$ cat src/rtl/uart_pkg.sv
// Shared definitions for the UART receive path: error tags and the buffered entry format.
package uart_pkg;

  localparam logic [1:0] UART_ERR_NONE = 2'b00;
  localparam logic [1:0] UART_ERR_FRM  = 2'b01;
  localparam logic [1:0] UART_ERR_PAR  = 2'b10;
  localparam logic [1:0] UART_ERR_OVR  = 2'b11;

  typedef struct packed {
    logic [1:0] err;
    logic [7:0] data;
  } rx_entry_t;

  // An overrun is reported through the counter, never carried with a byte.
  function automatic logic [1:0] store_tag(input logic [1:0] ind);
    logic [1:0] tag;
    if (ind == UART_ERR_OVR) begin
      tag = UART_ERR_NONE;
    end else begin
      tag = ind;
    end
    return tag;
  endfunction

endpackage

$ cat src/rtl/uart_rx_buf.sv
// Tagged receive FIFO: DEPTH entries of {err, data}, show-ahead read, synchronous flush.
// Push and pop strobes arrive already qualified by the controller.
module uart_rx_buf
  import uart_pkg::*;
#(
  parameter  int DEPTH = 8,
  localparam int AW    = $clog2(DEPTH)
) (
  input  logic          i_clk,
  input  logic          i_reset,
  input  logic          i_flush,
  input  logic          i_push,
  input  logic          i_pop,
  input  rx_entry_t     i_wdata,
  output rx_entry_t     o_rdata,
  output logic [AW:0]   o_level,
  output logic          o_empty,
  output logic          o_full
);

  localparam logic [AW-1:0] PTR_ONE  = AW'(1'b1);
  localparam logic [AW:0]   LVL_ONE  = (AW+1)'(1'b1);
  localparam logic [AW:0]   LVL_FULL = (AW+1)'(DEPTH);

  rx_entry_t       r_mem [DEPTH];
  logic [AW-1:0]   r_wr_ptr;
  logic [AW-1:0]   r_rd_ptr;
  logic [AW:0]     r_level;

  // Storage, pointers and occupancy; flush overrides any coincident push or pop.
  always_ff @(posedge i_clk) begin
    if (i_reset) begin
      for (int i = 0; i < DEPTH; i++) begin
        r_mem[i] <= '0;
      end
      r_wr_ptr <= '0;
      r_rd_ptr <= '0;
      r_level  <= '0;
    end else if (i_flush) begin
      r_wr_ptr <= '0;
      r_rd_ptr <= '0;
      r_level  <= '0;
    end else begin
      if (i_push) begin
        r_mem[r_wr_ptr] <= i_wdata;
        r_wr_ptr        <= r_wr_ptr + PTR_ONE;
      end
      if (i_pop) begin
        r_rd_ptr <= r_rd_ptr + PTR_ONE;
      end
      case ({i_push, i_pop})
        2'b10:   r_level <= r_level + LVL_ONE;
        2'b01:   r_level <= r_level - LVL_ONE;
        default: r_level <= r_level;
      endcase
    end
  end

  assign o_rdata = r_mem[r_rd_ptr];
  assign o_level = r_level;
  assign o_empty = (r_level == '0);
  assign o_full  = (r_level == LVL_FULL);

endmodule

$ cat src/rtl/uart_rx_ctrl.sv
// Receive-side controller: edge-detected pushes from the RX FSM into a tagged FIFO,
// saturating error statistics, threshold and character-timeout interrupts.
module uart_rx_ctrl
  import uart_pkg::*;
#(
  parameter  int DEPTH = 8,
  parameter  int CNT_W = 8,
  localparam int AW    = $clog2(DEPTH)
) (
  input  logic             baud_clk_16x,
  input  logic             reset,
  input  logic             cfg_rx_enable,
  input  logic [AW:0]      cfg_rx_thr,
  input  logic [7:0]       cfg_timeout,
  input  logic             rx_flush,
  input  logic             fsm_fifo_wr,
  input  logic [7:0]       fsm_fifo_data,
  input  logic [1:0]       fsm_error_ind,
  output logic             fsm_fifo_aval,
  input  logic             rd_pop,
  output logic [7:0]       rd_data,
  output logic [1:0]       rd_err,
  output logic             rx_empty,
  output logic             rx_full,
  output logic [AW:0]      rx_level,
  input  logic             cnt_clr,
  output logic [CNT_W-1:0] frm_err_cnt,
  output logic [CNT_W-1:0] par_err_cnt,
  output logic [CNT_W-1:0] ovr_err_cnt,
  output logic             intr_thr,
  output logic             intr_timeout
);

  function automatic logic [CNT_W-1:0] sat_inc(input logic [CNT_W-1:0] v, input logic inc);
    logic [CNT_W-1:0] r;
    if (inc && (v != {CNT_W{1'b1}})) begin
      r = v + CNT_W'(1'b1);
    end else begin
      r = v;
    end
    return r;
  endfunction

  logic             r_wr_d;
  logic             r_ovr_d;
  logic [CNT_W-1:0] r_frm_cnt;
  logic [CNT_W-1:0] r_par_cnt;
  logic [CNT_W-1:0] r_ovr_cnt;
  logic [3:0]       r_presc;
  logic [7:0]       r_bitcnt;
  logic             r_intr_timeout;
  logic             r_intr_thr;

  logic             w_wr_rise;
  logic             w_ovr_rise;
  logic             w_push_req;
  logic             w_push;
  logic             w_pop;
  logic             w_drop;
  logic [1:0]       w_tag;
  logic             w_restart;
  logic             w_tick;
  logic [7:0]       w_bit_nxt;
  rx_entry_t        w_wdata;
  rx_entry_t        w_rdata;
  logic [AW:0]      w_level;
  logic             w_empty;
  logic             w_full;

  assign w_wr_rise  = fsm_fifo_wr & ~r_wr_d;
  assign w_ovr_rise = (fsm_error_ind == UART_ERR_OVR) & cfg_rx_enable & ~fsm_fifo_wr & ~r_ovr_d;
  assign w_pop      = rd_pop & ~w_empty & ~rx_flush;
  assign w_push_req = w_wr_rise & cfg_rx_enable & ~rx_flush;
  // A pop in the same cycle frees the slot, so a push into a full FIFO still lands.
  assign w_push     = w_push_req & (~w_full | w_pop);
  assign w_drop     = w_push_req & w_full & ~w_pop;
  assign w_tag      = store_tag(fsm_error_ind);
  assign w_wdata    = '{err: w_tag, data: fsm_fifo_data};

  uart_rx_buf #(.DEPTH(DEPTH)) u_buf (
    .i_clk   (baud_clk_16x),
    .i_reset (reset),
    .i_flush (rx_flush),
    .i_push  (w_push),
    .i_pop   (w_pop),
    .i_wdata (w_wdata),
    .o_rdata (w_rdata),
    .o_level (w_level),
    .o_empty (w_empty),
    .o_full  (w_full)
  );

  // Edge detectors for the byte strobe and the overrun indication.
  always_ff @(posedge baud_clk_16x) begin
    if (reset) begin
      r_wr_d  <= 1'b0;
      r_ovr_d <= 1'b0;
    end else begin
      r_wr_d  <= fsm_fifo_wr;
      r_ovr_d <= (fsm_error_ind == UART_ERR_OVR) & cfg_rx_enable & ~fsm_fifo_wr;
    end
  end

  // Saturating error statistics; clear takes precedence over any increment.
  always_ff @(posedge baud_clk_16x) begin
    if (reset || cnt_clr) begin
      r_frm_cnt <= '0;
      r_par_cnt <= '0;
      r_ovr_cnt <= '0;
    end else begin
      r_frm_cnt <= sat_inc(r_frm_cnt, w_push & (w_tag == UART_ERR_FRM));
      r_par_cnt <= sat_inc(r_par_cnt, w_push & (w_tag == UART_ERR_PAR));
      r_ovr_cnt <= sat_inc(r_ovr_cnt, w_drop | w_ovr_rise);
    end
  end

  assign w_restart = w_push | w_pop | rx_flush;
  assign w_tick    = (r_presc == 4'hF);
  assign w_bit_nxt = w_tick ? (r_bitcnt + 8'd1) : r_bitcnt;

  // Character timeout: the flag is set on the same edge the bit counter reaches the limit.
  always_ff @(posedge baud_clk_16x) begin
    if (reset || w_restart) begin
      r_presc        <= 4'd0;
      r_bitcnt       <= 8'd0;
      r_intr_timeout <= 1'b0;
    end else if (!w_empty && !r_intr_timeout) begin
      r_presc  <= r_presc + 4'd1;
      r_bitcnt <= w_bit_nxt;
      if (w_tick && (cfg_timeout != 8'd0) && (w_bit_nxt == cfg_timeout)) begin
        r_intr_timeout <= 1'b1;
      end
    end
  end

  // Threshold interrupt tracks the level one cycle behind.
  always_ff @(posedge baud_clk_16x) begin
    if (reset) begin
      r_intr_thr <= 1'b0;
    end else begin
      r_intr_thr <= (cfg_rx_thr != '0) && (w_level >= cfg_rx_thr);
    end
  end

  assign fsm_fifo_aval = cfg_rx_enable & ~w_full;
  assign rd_data       = w_rdata.data;
  assign rd_err        = w_rdata.err;
  assign rx_empty      = w_empty;
  assign rx_full       = w_full;
  assign rx_level      = w_level;
  assign frm_err_cnt   = r_frm_cnt;
  assign par_err_cnt   = r_par_cnt;
  assign ovr_err_cnt   = r_ovr_cnt;
  assign intr_thr      = r_intr_thr;
  assign intr_timeout  = r_intr_timeout;

endmodule

$ cat config.mk
export PLATFORM = sky130hd
export DESIGN_NAME = uart_rx_ctrl
export DESIGN_NICKNAME = d
export VERILOG_FILES = /design/src/rtl/uart_pkg.sv /design/src/rtl/uart_rx_buf.sv /design/src/rtl/uart_rx_ctrl.sv
export SDC_FILE = /design/constraint.sdc
export NUM_CORES = 1
export LEC_CHECK = 0
export ABC_AREA = 1
export BUFFER_PORTS_ARGS = -buffer_cell sky130_fd_sc_hd__clkbuf_2
export CORE_AREA = 2 2 97 146
export DETAILED_ROUTE_END_ITERATION = 12
export DIE_AREA = 0 0 99 148
export PLACE_DENSITY_LB_ADDON = 0.12
export SYNTH_ARGS = -nofsm -noshare
export SYNTH_HDL_FRONTEND = slang
export SYNTH_SLANG_ARGS = --single-unit
export TNS_END_PERCENT = 10
$ cat constraint.sdc
create_clock -name baud_clk_16x -period 2 [get_ports baud_clk_16x]
set_clock_uncertainty 0.1 [all_clocks]
set_input_delay 0.1 -clock baud_clk_16x [delete_from_list [all_inputs] [get_ports baud_clk_16x]]
set_output_delay 0.1 -clock baud_clk_16x [all_outputs]
set_load 0.02 [all_outputs]
# After elaboration in Yosys (flattened, before gate mapping)
# Memories as Yosys holds them, arrays and structs flattened. A register that Yosys moved wholly into a read port is not among the register bits.
# Index checks and enable logic that the tools add are counted.
dict set report classes {
  n_bitwise 25
  eq_ne 11
  n_mux 14
  add_sub_neg 9
  reduce_logical 18
  n_lt_le_gt_ge 1
}
# op n
set ops {}
lappend ops {{$add A8 B1 Y8 const B} 4}
lappend ops {{$ne A8 B8 Y1 const B} 3}
lappend ops {{$and A1 B1 Y1} 14}
lappend ops {{$mux W10} 1}
lappend ops {{$reduce_or A10 Y1} 1}
lappend ops {{$mux W3} 3}
lappend ops {{$add A4 B1 Y4 const B} 2}
lappend ops {{$eq A4 B4 Y1 const B} 2}
lappend ops {{$eq A8 B8 Y1} 1}
lappend ops {{$mux W8} 1}
lappend ops {{$pmux W4 S2} 1}
lappend ops {{$reduce_bool A8 Y1} 1}
lappend ops {{$logic_and A1 B1 Y1} 7}
lappend ops {{$mux W1} 7}
lappend ops {{$not A1 Y1} 7}
lappend ops {{$add A3 B1 Y3 const B} 2}
lappend ops {{$eq A2 B2 Y1 const B} 3}
lappend ops {{$eq A2 B1 Y1 const B} 2}
lappend ops {{$ge A4 B4 Y1} 1}
lappend ops {{$logic_not A4 Y1} 1}
lappend ops {{$or A1 B1 Y1} 4}
lappend ops {{$reduce_bool A4 Y1} 1}
lappend ops {{$sub A4 B1 Y4 const B} 1}
lappend ops {{$logic_not A1 Y1} 2}
lappend ops {{5 further kinds} 6}
dict set report word_totals {
  in_bits 29
  ff_bits 50
  memories 1
  ramBits 80
  wordCells 91
}
# memory words width rd rd_clocked_by_memory_dff write_ports line_no
set memory_table {}
lappend memory_table {u_buf.r_mem 8 10 1 1 8 uart_rx_buf.sv:25} ;# rx_entry_t r_mem [DEPTH];

# Longest topological paths before layout
dict set report logic_depth {
  depth_word 12
  ltp_mapped 14
  ltp_nobuf 14
}

# Modules after synthesis
# A second synthesis with hierarchy kept.
dict set report unflattened {
  cells_unflattened 764
  hier_area_um2 6528.8
}
# module area_each_um2 cells_each instances seq_area_each_um2
set modules_own_cells {}
lappend modules_own_cells {uart_rx_buf 4200.3 424 1 2662.6}
lappend modules_own_cells {uart_rx_ctrl 2328.5 340 1 800.8}

# Worst setup path before layout
# No wires, ideal clock.
dict set report synth_timing {
  kind {reg2reg}
  startpoint {register u_buf.r_level[3] (netlist: u_buf.o_level[3])}
  endpoint {register u_buf.r_level[2] (netlist: u_buf.o_level[2])}
  path_stages_with_launch 14
  arrival_ps 2332
  n_path_buf 0
  setup_time_ps 115
  path_slack_ps -548
  period_less_slack_ps 2548
  path_cell_list {dfxtp_1 -> inv_1 -> nor4_4 -> nand2_2 -> nand2_4 -> ha_1 -> nand2_1 -> inv_1 -> nor2_1 -> ha_1 -> a21oi_1 -> xnor2_1 -> o21ai_0 -> inv_1}
}
dict set report synth_via {
  word_cells_on_any_way 12
  cone_classes {eq/ne: 3; mux: 1; bitwise: 6; reduce/logical: 2}
}
# item line_no
set synth_rtl {}
lappend synth_rtl {{start: declaration} uart_rx_buf.sv:28} ;# logic [AW:0] r_level;
lappend synth_rtl {{start signal: assignment} uart_rx_buf.sv:52} ;# 2'b10: r_level <= r_level + LVL_ONE;
lappend synth_rtl {{start signal: assignment} uart_rx_buf.sv:53} ;# 2'b01: r_level <= r_level - LVL_ONE;
lappend synth_rtl {{start signal: assignment} uart_rx_buf.sv:54} ;# default: r_level <= r_level;
lappend synth_rtl {{$eq A4 B4 Y1 (*)} uart_rx_buf.sv:62} ;# assign o_full = (r_level == LVL_FULL);
lappend synth_rtl {{net rx_full} uart_rx_ctrl.sv:24} ;# output logic rx_full,
lappend synth_rtl {{$not A1 Y1 (*)} uart_rx_ctrl.sv:75} ;# assign w_push = w_push_req & (~w_full | w_pop);
lappend synth_rtl {{$or A1 B1 Y1 (*)} uart_rx_ctrl.sv:75}
lappend synth_rtl {{$and A1 B1 Y1 (*)} uart_rx_ctrl.sv:75}
lappend synth_rtl {{$eq A2 B1 Y1 / $eq A2 B2 Y1 (equally long branches)} uart_rx_buf.sv:51} ;# case ({i_push, i_pop})
lappend synth_rtl {{$pmux W4 S2 / $reduce_bool A2 Y1 (equally long branches)} --}
# Mark *: on every way through the listed nets, which the timed path passes. The rest lies on a longest branch.
# A chain may end at the register's enable or synchronous reset.

==> summary.txt <==
Timing
  – Tmin final: 2.02 ns
  – Final Max Tran Viols: 0
  – Final period utilization: 1.01
  – Relative slew slack: 0.677
  – RSZ-0062 raised after global routing: true
  – Max frequency: 495 MHz
  – Final Setup Violations: 3
  – Worst-Margin Slew: 0.483 ns
  – Final worst setup slack: -0.0221 ns
  – Fin. Hold Viols: 0

Routing
  – Final WL: roughly 16000 um
  – Via density: between 5 and 6
  – Post-route DRC: 0
  – Vias: between 5k and 6k
  – DR iter-0 viols: 217
  – Final ANT Viol Nets: 0
  – Wirelength per Cell: roughly 15 um
  – Drt first pass iters: 4

Synthesis
  – Post-synth EDFFs: 80
  – Sequential element share of the synthesized area: 0.524
  – Synth area leader: edfxtp_1
  – Synthesized flop and latch total: between 100 and 150
  – Count of unique library cells instantiated by Yosys: 33
  – Commonest cells in the netlist: nor2_1 (189), nand2_1 (96), edfxtp_1 (80)
  – Synth area leaders: edfxtp_1 (36%), dfxtp_1 (16%), nor2_1 (11%)
  – Synth Cell Area: around 6600 sq um
  – Synth warn: 0
  – Most frequent cell after synthesis: nor2_1
  – Ys async rst share: 0
  – Post-Syn Area per Cell: ~8.5 sq um
  – Synthesized instance count: a little under 800
  – Top FF cell, synth: edfxtp_1
  – Syn_nets: about 800
  – Share of the synthesized area in the top cell type: 0.364

Floorplanning
  – Chip height: roughly 150 um
  – Die extent in x: ~100 um
  – Initial core utilization: 0.495
  – Num ports: between 70 and 80
  – Core ar.: around 13000 sq um
  – Row count: 52
  – Die Area: 14700 sq um

Finish
  – N_diodes: 0
  – Nets: between 900 and 1k
  – Final core occ: 0.619
  – Non-filler cells, final: 1065
  – Fillers: around 1.2k
  – Ratio of cells with drive above 1 in the final layout: 0.254
  – Area grow syn2layout: 25.1%

Global route
  – Global-route wire length before repair: 25900 um
  – Initial antenna violation count: 0
  – Vias in the first global route: between 5k and 6k
  – Grt total ovfl: 0
  – Largest net degree at the start of global routing: 21
  – Total track usage: 0.226

Critical path
  – CP bufs+invs: 3
  – Crit path max fanout: 6
  – Req. time, crit path: 1.80 ns
  – Slowest CP cell: dfxtp_4
  – Reg2Reg Depth: 10
  – Crit end category: primary output
  – CP Data Arrival Time: ~1.8 ns
  – Startpoint Class: flip-flop
  – Top cell by count, worst path: nor2_1
  – Crit-path cells: clkinvlp_4 -> buf_6 -> nor2_1 -> o22ai_2 -> nor2_1 -> a31oi_1 -> buf_4
  – Crit path kind: flip-flop to primary output
  – Reg2Reg Setup Slack: -0.01 ns
  – Max incr delay on CP: around 0.36 ns
  – Crit path max-delay family: buffers and inverters
  – Crit path depth: 7

Power and ir drop
  – Flop pwr share: 0.475
  – Leak: about 3.4 nW
  – Internal Dissipation: around 4.8 mW
  – Power Dens Cells: around 760 nW/um^2
  – Clk pwr share: 0.465
  – VDD IR-drop max: approximately 0.57 mV
  – Switching power: between 1 and 1.5 mW
  – Sw frac: 0.234
  – Gate power share: 0.061

Outcome
  – Run status: finished, violations left
  – Failing checks: setup timing

Clocking
  – Clk buf depth: 2
  – Clock Root Buffer: clkbuf_16
  – CTS buffer count: 17
  – Clk Latency, worst-skew pair: roughly 0.42 ns
  – TritonCTS clock tree: yes
  – Reg clk slew, reported paths: around 0.060 ns
  – H-tree levels: 4
  – Sink Count: around 130

Min path
  – Hold crit path type: input port to flip-flop
  – Hold Path Depth: 7

Place
  – GPL Wtd Cong: between 0.9 and 1
  – I/O Buffers: 71
  – Place WS: -0.0616 ns
  – Hpwl dp: around 12000 um
  – Inst Count DP: about 1k

Job
  – Max-Cap Viols: 0
## flip-flops by register name, summed over array words and instances (netlist names), named ones only
| register | flops |
|---|---|
| u_buf.r_mem | 80 |
| frm_err_cnt | 8 |
| ovr_err_cnt | 8 |
| par_err_cnt | 8 |
| r_bitcnt | 8 |
| r_presc | 4 |
| u_buf.o_level | 4 |
| u_buf.r_rd_ptr | 3 |
| u_buf.r_wr_ptr | 3 |
| intr_thr | 1 |
| intr_timeout | 1 |
| r_ovr_d | 1 |
| r_wr_d | 1 |
## power by group through the flow
stage                     Sequential, mW  Clock (mW)  Combinational, mW
final                               2.99        2.92              0.381
after global routing                2.99        3.05              0.422
after CTS                           2.99        2.96              0.379
after detailed placement            3.04           0              0.356
after global placement              3.04           0              0.349
after floorplan                     3.04           0              0.198
## layer usage
metal  part of all wire  GRT usage  routed length, um
met2               0.57      0.435               9040
met5                  0          0                  0
met4              0.028     0.0884                444
met1               0.36      0.234               5700
met3              0.039     0.0463                615
## layout make-up
type / instances / area [sq um] / share of cell area
multi-input combinational: 542 / 2870 / 0.347
sequential: 133 / 3480 / 0.421
clock inverter: 14 / 128 / 0.0154
tap: 162 / 203 / 0.0245
inverter: 73 / 278 / 0.0336
timing repair buffer: 123 / 877 / 0.106
clock buffer: 18 / 429 / 0.0519
## logic make-up after synthesis
family / Yosys count / synth area share
and+or+nand+nor: 383 / 0.255
DFF: 133 / 0.524
AOI/OAI and AO/OA: 128 / 0.105
buffers and inverters: 99 / 0.0656
xor gates and xnor gates: 16 / 0.0212
adders and majority gates: 15 / 0.0284
## metrics by stage
stage	TNS (ns)	hold WS [ns]	power, mW	instance area (sq um)
6_report	-0.0554	0.0186	6.29	8260
5_1_grt	-0.802	0.0573	6.47	8260
2_1_floorplan	-7.40	0.107	3.24	6660
3_5_place_dp	-0.106	0.232	3.40	7380
3_3_place_gp	0	0.228	3.39	7380
4_1_cts	-0.131	0.0108	6.32	8140
## timing repair
item | 4_1_cts | 5_1_grt
pin swaps | 5 | 4
hold endpoints to repair | 10 | 0
resized for setup | 25 | 38
setup buffers | 4 | 3
endpoints found under the setup margin | 12 | 75
hold buffers | 10 | 0
## cells in the final DEF, fill, tap and decap left out, types with 7 or more instances in the layout
master         synthesis  layout
a21oi_1               40      39
a31oi_1               10      10
buf_4                  0      33
clkbuf_16              0      17
clkbuf_2               0      65
dfxtp_1               53      47
dlygate4sd3_1          0      10
edfxtp_1              80      80
ha_1                  15      12
inv_1                 72      67
nand2_1               96      89
nand2_2               11      15
nand3_1               42      41
nor2_1               189     184
nor2_2                23      26
o21ai_0               61      43
o21ai_1                0      15
o22ai_2                0       8
xnor2_1                7       7
xor2_1                 9       8
## worst reg2reg max path, cell delays in order, from the launching register on
cell	delay, ns
dfxtp_4	0.37
nor4_4	0.36
nand2_4	0.09
nand2_4	0.08
buf_4	0.16
ha_1	0.27
inv_1	0.16
a21oi_1	0.06
o21ai_1	0.11
o21ai_1	0.08
a21oi_1	0.11
## path summary, 6_finish.rpt
kind | startpoint | endpoint
worst max-delay path | flip-flop | rd_data[1]
worst min register to register | u_buf.r_rd_ptr[2] | u_buf.r_rd_ptr[2]
worst min-delay path | cfg_timeout[7] | intr_timeout
worst max register to register | u_buf.o_level[0] | u_buf.o_level[3]
Note: power is estimated with default switching activity, not from simulation.
